**src/rtl/key_onehot_scan.sv**
```systemverilog
// Four-key scanner: synchronizes and debounces raw push-buttons, then latches the
// last single pressed key as a one-hot code for a downstream 4-to-2 encoder.
module key_onehot_scan #(
  parameter int DEB_CYCLES = 16
) (
  input  logic       clk,
  input  logic       rst,
  input  logic [3:0] key_in,
  output logic [3:0] x,
  output logic       en,
  output logic       key_pulse,
  output logic       multi_err
);

  localparam logic [7:0] DEB_LAST = 8'(DEB_CYCLES - 1);

  typedef enum logic [1:0] {
    IDLE  = 2'd0,
    PRESS = 2'd1,
    MULTI = 2'd2
  } state_t;

  logic [3:0] sync1_q;
  logic [3:0] sync2_q;
  logic [3:0] stable_q;
  logic [3:0] stable_d;
  logic [7:0] cnt_q [4];
  logic [7:0] cnt_d [4];

  state_t     state_q;
  state_t     state_d;
  logic [3:0] x_q;
  logic [3:0] x_d;
  logic       en_q;
  logic       en_d;
  logic       pulse_q;
  logic       pulse_d;
  logic       err_q;
  logic       err_d;

  function automatic logic is_onehot(input logic [3:0] v);
    return (v != 4'b0000) && ((v & (v - 4'd1)) == 4'b0000);
  endfunction

  // Debounce: a new level is adopted only after DEB_CYCLES consecutive mismatches.
  always_comb begin
    stable_d = stable_q;
    for (int i = 0; i < 4; i++) begin
      cnt_d[i] = 8'd0;
      if (sync2_q[i] == stable_q[i]) begin
        cnt_d[i] = 8'd0;
      end else if (cnt_q[i] == DEB_LAST) begin
        stable_d[i] = sync2_q[i];
        cnt_d[i]    = 8'd0;
      end else begin
        cnt_d[i] = cnt_q[i] + 8'd1;
      end
    end
  end

  // Two-flop synchronizers plus per-key debounce state.
  always_ff @(posedge clk or posedge rst) begin
    if (rst) begin
      sync1_q  <= 4'b0000;
      sync2_q  <= 4'b0000;
      stable_q <= 4'b0000;
      for (int i = 0; i < 4; i++) begin
        cnt_q[i] <= 8'd0;
      end
    end else begin
      sync1_q  <= key_in;
      sync2_q  <= sync1_q;
      stable_q <= stable_d;
      for (int i = 0; i < 4; i++) begin
        cnt_q[i] <= cnt_d[i];
      end
    end
  end

  // Key FSM: only a clean single press from IDLE updates x and strobes key_pulse.
  always_comb begin
    state_d = state_q;
    x_d     = x_q;
    en_d    = en_q;
    pulse_d = 1'b0;
    err_d   = err_q;
    case (state_q)
      IDLE: begin
        if (stable_q == 4'b0000) begin
          state_d = IDLE;
        end else if (is_onehot(stable_q)) begin
          state_d = PRESS;
          x_d     = stable_q;
          en_d    = 1'b1;
          pulse_d = 1'b1;
        end else begin
          state_d = MULTI;
          err_d   = 1'b1;
        end
      end
      PRESS: begin
        if (stable_q == x_q) begin
          state_d = PRESS;
        end else if (stable_q == 4'b0000) begin
          state_d = IDLE;
        end else begin
          state_d = MULTI;
          err_d   = 1'b1;
        end
      end
      MULTI: begin
        if (stable_q == 4'b0000) begin
          state_d = IDLE;
          err_d   = 1'b0;
        end else begin
          state_d = MULTI;
        end
      end
      default: begin
        state_d = IDLE;
        err_d   = 1'b0;
      end
    endcase
  end

  // FSM state and its registered outputs.
  always_ff @(posedge clk or posedge rst) begin
    if (rst) begin
      state_q <= IDLE;
      x_q     <= 4'b0000;
      en_q    <= 1'b0;
      pulse_q <= 1'b0;
      err_q   <= 1'b0;
    end else begin
      state_q <= state_d;
      x_q     <= x_d;
      en_q    <= en_d;
      pulse_q <= pulse_d;
      err_q   <= err_d;
    end
  end

  assign x         = x_q;
  assign en        = en_q;
  assign key_pulse = pulse_q;
  assign multi_err = err_q;

endmodule

```
**config.mk**
```make
export PLATFORM = sky130hd
export DESIGN_NAME = key_onehot_scan
export DESIGN_NICKNAME = d
export VERILOG_FILES = /design/src/rtl/key_onehot_scan.sv
export SDC_FILE = /design/constraint.sdc
export NUM_CORES = 1
export LEC_CHECK = 0
export CAP_MARGIN = 20
export CORE_MARGIN = 2
export CORE_UTILIZATION = 25
export DETAILED_ROUTE_END_ITERATION = 16
export PLACE_DENSITY = 0.38
export RECOVER_POWER = 100
export SYNTH_ARGS = -nofsm -noshare
export SYNTH_HDL_FRONTEND = slang
export SYNTH_SLANG_ARGS = --single-unit
```
**constraint.sdc**
```tcl
create_clock -name clk -period 2.2 [get_ports clk]
set_input_delay 0.22 -clock clk [delete_from_list [all_inputs] [get_ports clk]]
set_output_delay 0.22 -clock clk [all_outputs]
set_load 0.05 [all_outputs]
```
# Yosys cells after proc, flatten, opt, wreduce, memory -nomap -nowiden
# Index checks and enable logic that the tools add are counted.
# Widths: inputs -> output; s select.
# word_totals
regBits,53
out_inout_bits,7
elab_cells,75
# classes
addsub,5
eq_ne,16
muxes,22
n_bitwise,6
n_reduce_logical,11
# ops
cell,count
$mux 8,8
$add 8x1->8 const B,4
$eq 8x4->1 const B,4
$ne 2x2->1 const B,5
$logic_not 4->1,2
$mux 1,8
$mux 2,4
$reduce_and 2->1,4
$pmux 2 s3,1
$not 1->1,5
$reduce_and 5->1,1
$and 4x4->4,1
$eq 1x1->1,4
$eq 4x4->1,1
$reduce_bool 4->1,1
$sub 4x1->4 const B,1
$pmux 1 s3,1
$reduce_and 3->1,1
$eq 2x1->1 const B,1
$eq 2x2->1 const B,1
$logic_not 2->1,1
$logic_and 1x1->1,1

# Longest topological paths before layout
# Gate-level depths: netlist (run 1).
# depth
ltp_word,7
depth_mapped,6
depth_no_buf,6

# Worst setup path before layout (run 1)
# OpenSTA, ideal clock, no wires.
# synth_timing
path_kind,register to register
from,"reg x_q[0], in the netlist x[0]"
to,"reg err_q, in the netlist multi_err"
setup_ps,130
t_arrival_ps,1421
required_time_ps,2070
setup_slack_ps,649
stages_incl_launch_ff,6
path_cell_list,dfrtp_1 -> xnor2_1 -> nand3_1 -> nor4b_2 -> o31a_1 -> o22ai_1
# synth_between
elab_chain_cells,3
# synth_rtl
element,line_no,text
"start, declared",32,logic [3:0] x_q;
"start signal, assigned",130,x_q <= 4'b0000;
"start signal, assigned",136,x_q <= x_d;
$eq 4x4->1,102,if (stable_q == x_q) begin
$ne 2x2->1 (no line),--,
$reduce_and 5->1 (no line),--,
"end signal, assigned",139,err_q <= err_d;
"end, declared",38,logic err_q;
# No other way between the ends.
# A chain may end at the register's enable or synchronous reset.

# Final worst setup path (run 1)
# layout_timing
from,"reg x_q[1], in the netlist x[1]"
to,out x[1]
# layout_rtl
element,line_no,text
"end, declared",9,"output logic [3:0] x,"
# No word-level cell between the ends.

==> metrics.txt, run 1 <==
status=finished clean; aggregate global-route resource usage=a little under a tenth; Yosys cell types=32; Mapped Cells=213; Hold Fails Final Rpt=0; Wirelength per Cell=11.25 um; pwr/cell area=644.7 nW/um^2; Min Hold Slack=0.3506 ns; critical path's top delay family=buffers and inverters; yosys warns=0; Top Layer Used=met4; Initial Util=25.44%; Pre-antenna DRT Iters=4; Final Power=1.706 mW; met3 routed WL=106 um; largest net degree at the start of global routing=54; area delta synth->final=14.20%; crit-path max cell delay=0.89 ns; Slew @ Worst Pin=around 1.3 ns; vias in the first global route=1,562; final setup violation count=0; Peak Freq=548.8 MHz; WL met2=1741 um; RSZ-0062 raised after global routing=false; wire length on met1=1974 um; core area=9109 um^2; Layout Nets=244; total of max-cap violations=0; post-CTS sizing=0; synthesis-stage register bit count=53; Hold Path Class=register to register; Die Y=100.3 um; Worst-path clk slew=around 0.09 ns; clock root buffer=clkbuf_8; # rows=35; Syn Nets=between 200 and 250; post-route antenna net violation count=0; DP HPWL=2684 um; Setup TNS Final=0 ns; Boundary Pins=13; # DRC=0; Clock Skews=roughly 0.005 ns; global placement routability congestion=between 0.7 and 0.8; Clock Latency Late Sink=0.30 ns; setup repair bufs after CTS=0; CTS H-tree lvls=2; TritonCTS clock tree=done; Crit. End Element=primary output; Startpoint Class=register; worst hold start=sync1_q[3]$_DFF_PP0_; Iteration-0 DRC Markers=37; Setup CP Type=register to primary output; Worst Path Max Fanout=3; Seq/Total Area, Yosys=57.24%; Num CTS Buffers=5; Via density=between 4 and 5; CP required=between 1.5 and 2 ns; Hold Buf Count CTS=0; Worst Path Buf+Inv=1; Die W=100.3 um; die area=10,060 um^2; RR Startpoint=stable_q[2]$_DFFE_PP0P_; CTS max path bufs=2; # diodes=0; Final min period=1.822 ns; grt total ovfl=0; CP startpoint=x[1]$_DFFE_PP0P_; max_slew headroom=approximately an eighth; CTS sink cnt=53; static leakage=1.186 nW; first-pass GRT wire length=~7300 um; count of buffers from port buffering=12; Max Slew Vio Count=0; via count=about 1,500; CP Data Arrival Time=1.60 ns; initial antenna violation count=0; Critical Path, Cell by Cell=dlygate4sd3_1; WL final=3880 um; peak supply drop=0.2032 mV; share of cells above drive strength 1=7.265%; period utilization=82.83%; Syn Std Cell Area=2317 um^2; Crit-path slowest cell=dlygate4sd3_1; Mean Syn Cell Area=10.88 um^2
[placed cells by master, fill, tap and decap left out, types with 2 or more instances in the layout]
master	netlist	routed
dfrtp_1	53	53
nor2_1	27	27
a21oi_1	14	14
nand3_1	13	13
xnor2_1	13	13
dlygate4sd3_1	0	12
nand2_1	10	11
xor2_1	8	8
nor3_1	8	8
o21ai_0	7	7
nand2b_1	7	7
mux2_2	7	7
or3_1	6	6
clkbuf_8	0	6
and3_1	5	5
clkbuf_1	0	5
nor4_1	4	4
inv_1	5	4
nor2b_1	4	4
ha_1	4	4
or2_2	2	2
a22o_1	2	2
or2_1	2	2
[flip-flops by register name (all words and copies together), names as in the netlist]
register,cells
x,4
multi_err,1
sync1_q,4
stable_q,4
state_q,2
key_pulse,1
en,1
cnt_q,32
sync2_q,4
[cell type report]
class	instances	area, um^2
Clock buffer	7	86.33
Fill cell	978	6462
Tap cell	111	138.9
Timing Repair Buffer	17	140.1
Multi-Input combinational cell	152	935.9
Sequential cell	53	1326
Inverter	5	18.77
[per-stage QoR]
| stage | cells | utilization [%] | setup slack (ns) | instance area, um^2 |
|---|---|---|---|---|
| final | 345 | 29.05 | 0.3777 | 2646 |
| after CTS | 345 | 29.52 | 0.3957 | 2689 |
| after detailed placement | 338 | 28.57 | 0.6445 | 2603 |
| after global routing | 345 | 29.05 | 0.2372 | 2646 |
| after floorplan | 213 | - | 0.6490 | 2317 |
| after global placement | 338 | 28.57 | 0.6714 | 2603 |
[cells by family (layout without fill, tap and decap cells)]
| group | count (synthesis) | after routing | synth area share [%] |
|---|---|---|---|
| AO/OA/AOI/OAI | 27 | 27 | 6.804 |
| adder cells (fa/ha/maj) | 4 | 4 | 2.160 |
| multiplexers | 7 | 7 | 3.402 |
| flip-flops | 53 | 53 | 57.24 |
| buffers and inverters | 8 | 29 | 1.836 |
| AND/OR/NAND/NOR | 93 | 93 | 20.63 |
| XOR/XNOR | 21 | 21 | 7.938 |
[cells in the mapped netlist]
cell type	instances	area (um^2)
dfrtp_1	53	1326
nor2_1	27	101.4
a21oi_1	14	70.07
nand3_1	13	65.06
xnor2_1	13	113.9
nand2_1	10	37.54
nor3_1	8	40.04
xor2_1	8	70.07
mux2_2	7	78.83
nand2b_1	7	43.79
o21ai_0	7	35.03
or3_1	6	37.54
and3_1	5	31.28
inv_1	5	18.77
ha_1	4	50.05
nor2b_1	4	25.02
nor4_1	4	25.02
a22o_1	2	17.52
or2_1	2	12.51
or2_2	2	12.51
a21boi_0	1	7.510
and2_1	1	6.260
buf_4	1	7.510
buf_6	1	11.26
clkbuf_2	1	5.000
nand2_4	1	11.26
nand3b_1	1	7.510
nand4_1	1	6.260
nor4b_2	1	15.01
o211ai_2	1	12.51
o22ai_1	1	6.260
o31a_1	1	8.760
[per-layer routing]
layer  global-route usage (%)  vias up
met2                    14.40       17
met5                        0        -
li1                         -      770
met1                    12.01      681
met3                    2.089        4
met4                    3.161        0
[where the power goes]
| part | internal, mW | total (mW) | switching (mW) |
|---|---|---|---|
| logic | 0.0503 | 0.122 | 0.0717 |
| clock network | 0.251 | 0.553 | 0.302 |
| registers | 1.01 | 1.03 | 0.0258 |
[worst paths after layout]
path,endpoint,slack (ns),cells past startpoint
hold / removal,sync2_q[3]$_DFF_PP0_,0.35,0
hold reg to reg,sync2_q[3]$_DFF_PP0_,0.35,0
setup reg to reg,state_q[1]$_DFF_PP0_,0.50,5
min in group asynchronous,sync1_q[2]$_DFF_PP0_,0.79,3
setup / recovery,x[1],0.38,1
max in group asynchronous,stable_q[1]$_DFFE_PP0P_,0.62,3
Power figures use the tool's default switching activity.
==> run 2, diff against run 1 <==
PLACE_DENSITY = 0.39   (was 0.38)
clock period = 1.6 ns   (was 2.2 ns; I/O delays follow)
==> run 2 against run 1 <==
  * Sequential cell count did not move
  * Total power is 49% higher
  * Worst hold slack gained 0.0012 ns
  * Final cell count is 4.1% higher
  * Wire length grew 6.3%
  * Combinational power is 44% higher
  * Critical path depth grew 4
  * Sequential share of layout area shrank 1.9 points
  * Global-route usage is essentially flat
  * Worst setup slack got worse by 0.27 ns
  * Clock-buffer cell count shrank 1
  * Largest cell class unchanged
  * Highest routed layer unchanged
==> metrics.txt, run 2 (same netlist as run 1, synthesis figures left out) <==
status=finished clean; Layout Nets=257 (+5.3%); static leakage=1.212 nW (+2.2%); Die W=100.3 um (unchanged); # rows=35 (unchanged); post-route antenna net violation count=0 (unchanged); DP Cell Count=349 (+3.3%); Cell Count, Final, Fillers Out=359 (+4.1%); count of buffers from port buffering=12 (unchanged); Min Hold Slack=0.3518 ns (+0.001166 ns); Hold Buf Count CTS=0 (unchanged); Crit-path slowest cell=dfrtp_2; Crit. End Element=register; via count=1,561 (+6.0%); Most flops, register=cnt_q; Slew @ Worst Pin=0.7239 ns (-0.5859 ns); # DRC=0 (unchanged); share of cells above drive strength 1=13.71% (+6.4 points); core area=9109 um^2 (unchanged); Peak Freq=roughly 670 MHz; area delta synth->final=18.84%; peak supply drop=0.2943 mV (+45%); critical path's top delay family=simple AND/OR/NAND/NOR gates; TritonCTS clock tree=done; total of max-cap violations=0 (unchanged); die area=10,060 um^2 (unchanged); initial antenna violation count=0 (unchanged); setup ws final=0.1075 ns (-0.2703 ns); Final min period=1.493 ns; aggregate global-route resource usage=8.991% (-0.027 points); Max Slew Vio Count=0 (unchanged); Die Y=100.3 um (unchanged); Worst-path clk slew=0.10 ns (about the same); max_slew headroom=51.74% (+39 points); CP Data Arrival Time=1.73 ns (+0.13 ns); Startpoint Class=register; Clock Skews=0.004927 ns (-0.0001490 ns); max reg flops=32 (unchanged); CP required=1.84 ns (-0.14 ns); Via density=4.348 (+1.9%); global placement routability congestion=0.7348 (+3.3%); Hold Fails Final Rpt=0 (unchanged); post-layout utilization of the core=30.23% (+1.2 points); CTS max path bufs=2 (unchanged); Boundary Pins=13 (unchanged); CTS sink cnt=53 (unchanged); Initial Util=25.44% (unchanged); CTS H-tree lvls=2 (unchanged); Num CTS Buffers=5 (unchanged); grt total ovfl=0 (unchanged); pwr/cell area=925.2 nW/um^2 (+44%); period utilization=93.28%; most common cell after layout, fill and taps aside=dfrtp_1; largest net degree at the start of global routing=54 (unchanged); commonest non-fill, non-tap cells in the layout=dfrtp_1 (51), nor2_1 (27), a21oi_1 (14), clkbuf_1 (14); Hold Path Class=register to register; WL final=4123 um (+6.3%); Worst Path Buf+Inv=0 (-1); Final Power=2.548 mW (+49%); Worst Path Max Fanout=8 (+5); final setup violation count=0 (unchanged); Setup CP Type=register to register; first-pass GRT wire length=7017 um (-3.3%); DP HPWL=2829 um (+5.4%); Iteration-0 DRC Markers=64 (+73%); Pre-antenna DRT Iters=4 (unchanged); vias in the first global route=1,547 (-0.96%); crit-path max cell delay=0.45 ns (-0.44 ns); Clock Latency Late Sink=0.30 ns (about the same); Critical Path, Cell by Cell=xor2_1 > o211ai_2 > nand2_4 > or3_1 > a21oi_1; # diodes=0 (unchanged); clock root buffer=clkbuf_8; dpl ws=0.01897 ns (-0.6256 ns); Wirelength per Cell=11.48 um (+2.1%)
run 2: path summary, 6_finish.rpt:
check	startpoint	endpoint	slack [ns]	cells past startpoint
worst max register to register	stable_q[2]$_DFFE_PP0P_	state_q[1]$_DFF_PP0_	0.11	5
worst max-delay path	stable_q[2]$_DFFE_PP0P_	state_q[1]$_DFF_PP0_	0.11	5
worst min register to register	sync1_q[3]$_DFF_PP0_	sync2_q[3]$_DFF_PP0_	0.35	0
worst min-delay path	sync1_q[3]$_DFF_PP0_	sync2_q[3]$_DFF_PP0_	0.35	0
min in group asynchronous	rst	cnt_q[24]$_DFF_PP0_	0.53	3
max in group asynchronous	rst	stable_q[2]$_DFFE_PP0P_	0.57	3
run 2: stage by stage:
stage | setup TNS (ns) | area (um^2)
after global placement | 0 | 2668
after detailed placement | 0 | 2668
after CTS | 0 | 2788
after floorplan | 0 | 2317
after global routing | -0.00002887 | 2754
final | 0 | 2754
run 2: what timing repair did:
item	4_1_cts	5_1_grt
buffers inserted	0	2
setup endpoints to repair	0	5
endpoints found under the hold margin	0	0
resized for setup	0	4
run 2: layout make-up:
cell class                      count  area (um^2)
Clock buffer                        6        82.58
Clock inverter                      2        37.54
Fill cell                         968         6355
Inverter                            5        18.77
Multi-Input combinational cell    152        962.2
Sequential cell                    53         1329
Tap cell                          111        138.9
Timing Repair Buffer               30        185.2
run 2: power by group:
group | internal [mW] | total (mW) | switching, mW | leakage [nW]
Clock | 0.509 | 0.957 | 0.448 | 0.0574
Sequential | 1.38 | 1.41 | 0.0321 | 0.708
Combinational | 0.0708 | 0.176 | 0.105 | 0.446
run 2: routing by layer:
metal	part of all wire, %	wire (um)	vias up	track usage (%)
met5	0	0	-	0
met4	1.3	52	0	4.110
met3	2.2	90	2	2.298
met2	47	1942	13	14.30
met1	49	2038	751	11.50
li1	-	-	795	-
==> run 3, diff against run 2 <==
CTS_CLUSTER_SIZE = 14   (was unset)
GPL_TIMING_DRIVEN = 0   (was unset)
==> run 3 against run 2 <==
  * Utilization is 0.21 points lower
  * Sequential power hardly changed
  * Via count is 2.9% lower
  * Fmax is 3.2% lower
  * Sequential cell count stayed put
  * Combinational power is 2% lower
  * Critical path type unchanged
  * Critical endpoint unchanged
  * Largest power group unchanged
==> metrics.txt, run 3 (same netlist as run 1, synthesis figures left out) <==
status=finished clean; largest net degree at the start of global routing=37 (-31%); post-layout utilization of the core=30.03% (-0.21 points); TritonCTS clock tree=done; CP required=1.84 ns (about the same); # DRC=0 (unchanged); Num CTS Buffers=5 (unchanged); via count=1,515 (-2.9%); Hold Buf Count CTS=0 (unchanged); aggregate global-route resource usage=9.009% (+0.019 points); end point of the worst hold path=sync2_q[3]$_DFF_PP0_; Initial Util=25.44% (unchanged); Most flops, register=cnt_q; Hold Fails Final Rpt=0 (unchanged); flop-to-flop setup slack=0.06 ns (-0.05 ns); # diodes=0 (unchanged); Max Slew Vio Count=0 (unchanged); Final Power=2.399 mW (-5.8%); most common cell after layout, fill and taps aside=dfrtp_1; Placement Cell Area=2596 um^2 (-2.7%); global placement routability congestion=0.7655 (+4.2%); Boundary Pins=13 (unchanged); core area=9109 um^2 (unchanged); post-route antenna net violation count=0 (unchanged); total of max-cap violations=0 (unchanged); hold depth=0 (unchanged); Die W=100.3 um (unchanged); Setup CP Type=register to register; Startpoint Class=register; commonest non-fill, non-tap cells in the layout=dfrtp_1 (52), nor2_1 (27), a21oi_1 (14); final setup violation count=0 (unchanged); WL final=3952 um (-4.1%); clock root buffer=clkbuf_8; grt total ovfl=0 (unchanged); pwr/cell area=877.1 nW/um^2 (-5.2%); Cell Count, Final, Fillers Out=345 (-3.9%); Pre-antenna DRT Iters=3 (-1); critical path's top delay family=simple AND/OR/NAND/NOR gates; Worst Path Max Fanout=8 (unchanged); Peak Freq=648.7 MHz (-3.2%); count of buffers from port buffering=12 (unchanged); Crit-path slowest cell=dfrtp_1; # rows=35 (unchanged); RR Startpoint=stable_q[0]$_DFFE_PP0P_; crit-path max cell delay=0.37 ns (-0.08 ns); first-pass GRT wire length=7100 um (+1.2%); Via density=4.391 (+0.99%); Crit. End Element=register; Slew @ Worst Pin=0.7509 ns (+0.02699 ns); Worst Path Buf+Inv=1 (+1); initial antenna violation count=0 (unchanged); CP Data Arrival Time=1.79 ns (+0.06 ns); RSZ-0062 raised after global routing=true; max reg flops=32 (unchanged); CTS max path bufs=2 (unchanged); die area=10,060 um^2 (unchanged); area delta synth->final=18.03%; Clock Latency Late Sink=0.31 ns (about the same); Final min period=1.541 ns (+0.04891 ns); peak supply drop=0.3480 mV (+18%); Wirelength per Cell=11.46 um (-0.26%); static leakage=1.235 nW (+1.9%); DP Cell Count=337 (-3.4%); Critical Path, Cell by Cell=buf_4 > xor2_1 > o211ai_2 > nand2_4 > or3_1 > a21oi_1; max_slew headroom=49.88% (-1.9 points); Worst-path clk slew=0.10 ns (about the same); Hold Path Class=register to register; worst hold start=sync1_q[3]$_DFF_PP0_; CTS sink cnt=53 (unchanged); reg2reg end=state_q[1]$_DFF_PP0_; DP HPWL=2712 um (-4.1%); Clock Skews=0.007598 ns (+0.002671 ns); final instance area=2735 um^2 (-0.68%); vias in the first global route=1,490 (-3.7%); Layout Nets=243 (-5.4%); Die Y=100.3 um (unchanged); Iteration-0 DRC Markers=20 (-69%); period utilization=96.34% (+3.1 points); CTS H-tree lvls=2 (unchanged); share of cells above drive strength 1=13.25% (-0.46 points); Min Hold Slack=0.3477 ns (-0.004127 ns); R2R depth=6 (+1)
-- run 3: changes by cell type in the layout (fill, tap and decap cells not counted), sizes merged --
cell         before  now
buf              10    4
dlygate4sd2       0    7
bufinv            1    0
inv               4    5
clkinvlp          1    0
clkbuf           21    6
clkinv            1    2
-- run 3: area by class of cell --
class                   instances  area [um^2]
repair buffers                 14        138.9
clock inverters                 2        13.76
inverters                       5        18.77
well taps                     111        138.9
plain buffers                   2        18.77
multi-input cells             152        996.0
flip-flops and latches         53         1328
fillers                       961         6374
clock buffers                   6        82.58
-- run 3: repair_timing --
action	in CTS	in global routing
gates resized for setup	7	8
pin swaps	0	6
endpoints found under the setup margin	7	7
setup buffers	0	1
-- run 3: routing by layer --
metal	GRT usage, %	share of wire, %	vias to the layer above	wire length [um]
met4	3.477	1.5	0	60
met1	12.04	49	724	1925
met2	13.89	47	14	1855
li1	-	-	773	-
met3	2.507	2.8	4	110
met5	0	0	-	0
-- run 3: worst max-delay path by stage --
| stage | slack, ns | startpoint | depth (start not counted) | endpoint |
|---|---|---|---|---|
| 6_report | 0.06 | stable_q[0]$_DFFE_PP0P_ | 6 | state_q[1]$_DFF_PP0_ |
| 5_1_grt | -0.02 | stable_q[0]$_DFFE_PP0P_ | 6 | multi_err$_DFFE_PP0P_ |
| 4_1_cts | 0.03 | stable_q[2]$_DFFE_PP0P_ | 6 | state_q[1]$_DFF_PP0_ |
| 3_5_place_dp | 0.05 | stable_q[2]$_DFFE_PP0P_ | 6 | state_q[1]$_DFF_PP0_ |
| 3_3_place_gp | -1.08 | rst | 2 | cnt_q[21]$_DFF_PP0_ |
| 2_1_floorplan | 0.05 | x[0]$_DFFE_PP0P_ | 5 | multi_err$_DFFE_PP0P_ |
-- run 3: where the power goes --
| part | internal [mW] | total [mW] | switching (mW) |
|---|---|---|---|
| Clock | 0.352 | 0.810 | 0.458 |
| Combinational | 0.0717 | 0.172 | 0.100 |
| Sequential | 1.38 | 1.42 | 0.0345 |
| Total | 1.81 | 2.40 | 0.593 |
-- run 3: metrics by stage --
| stage | TNS [ns] | setup slack, ns |
|---|---|---|
| finish | 0 | 0.05854 |
| CTS | 0 | 0.03102 |
| floorplan | 0 | 0.04901 |
| detailed placement | 0 | 0.04941 |
| global route | -0.02075 | -0.02075 |
| global placement | -57.16 | -1.081 |
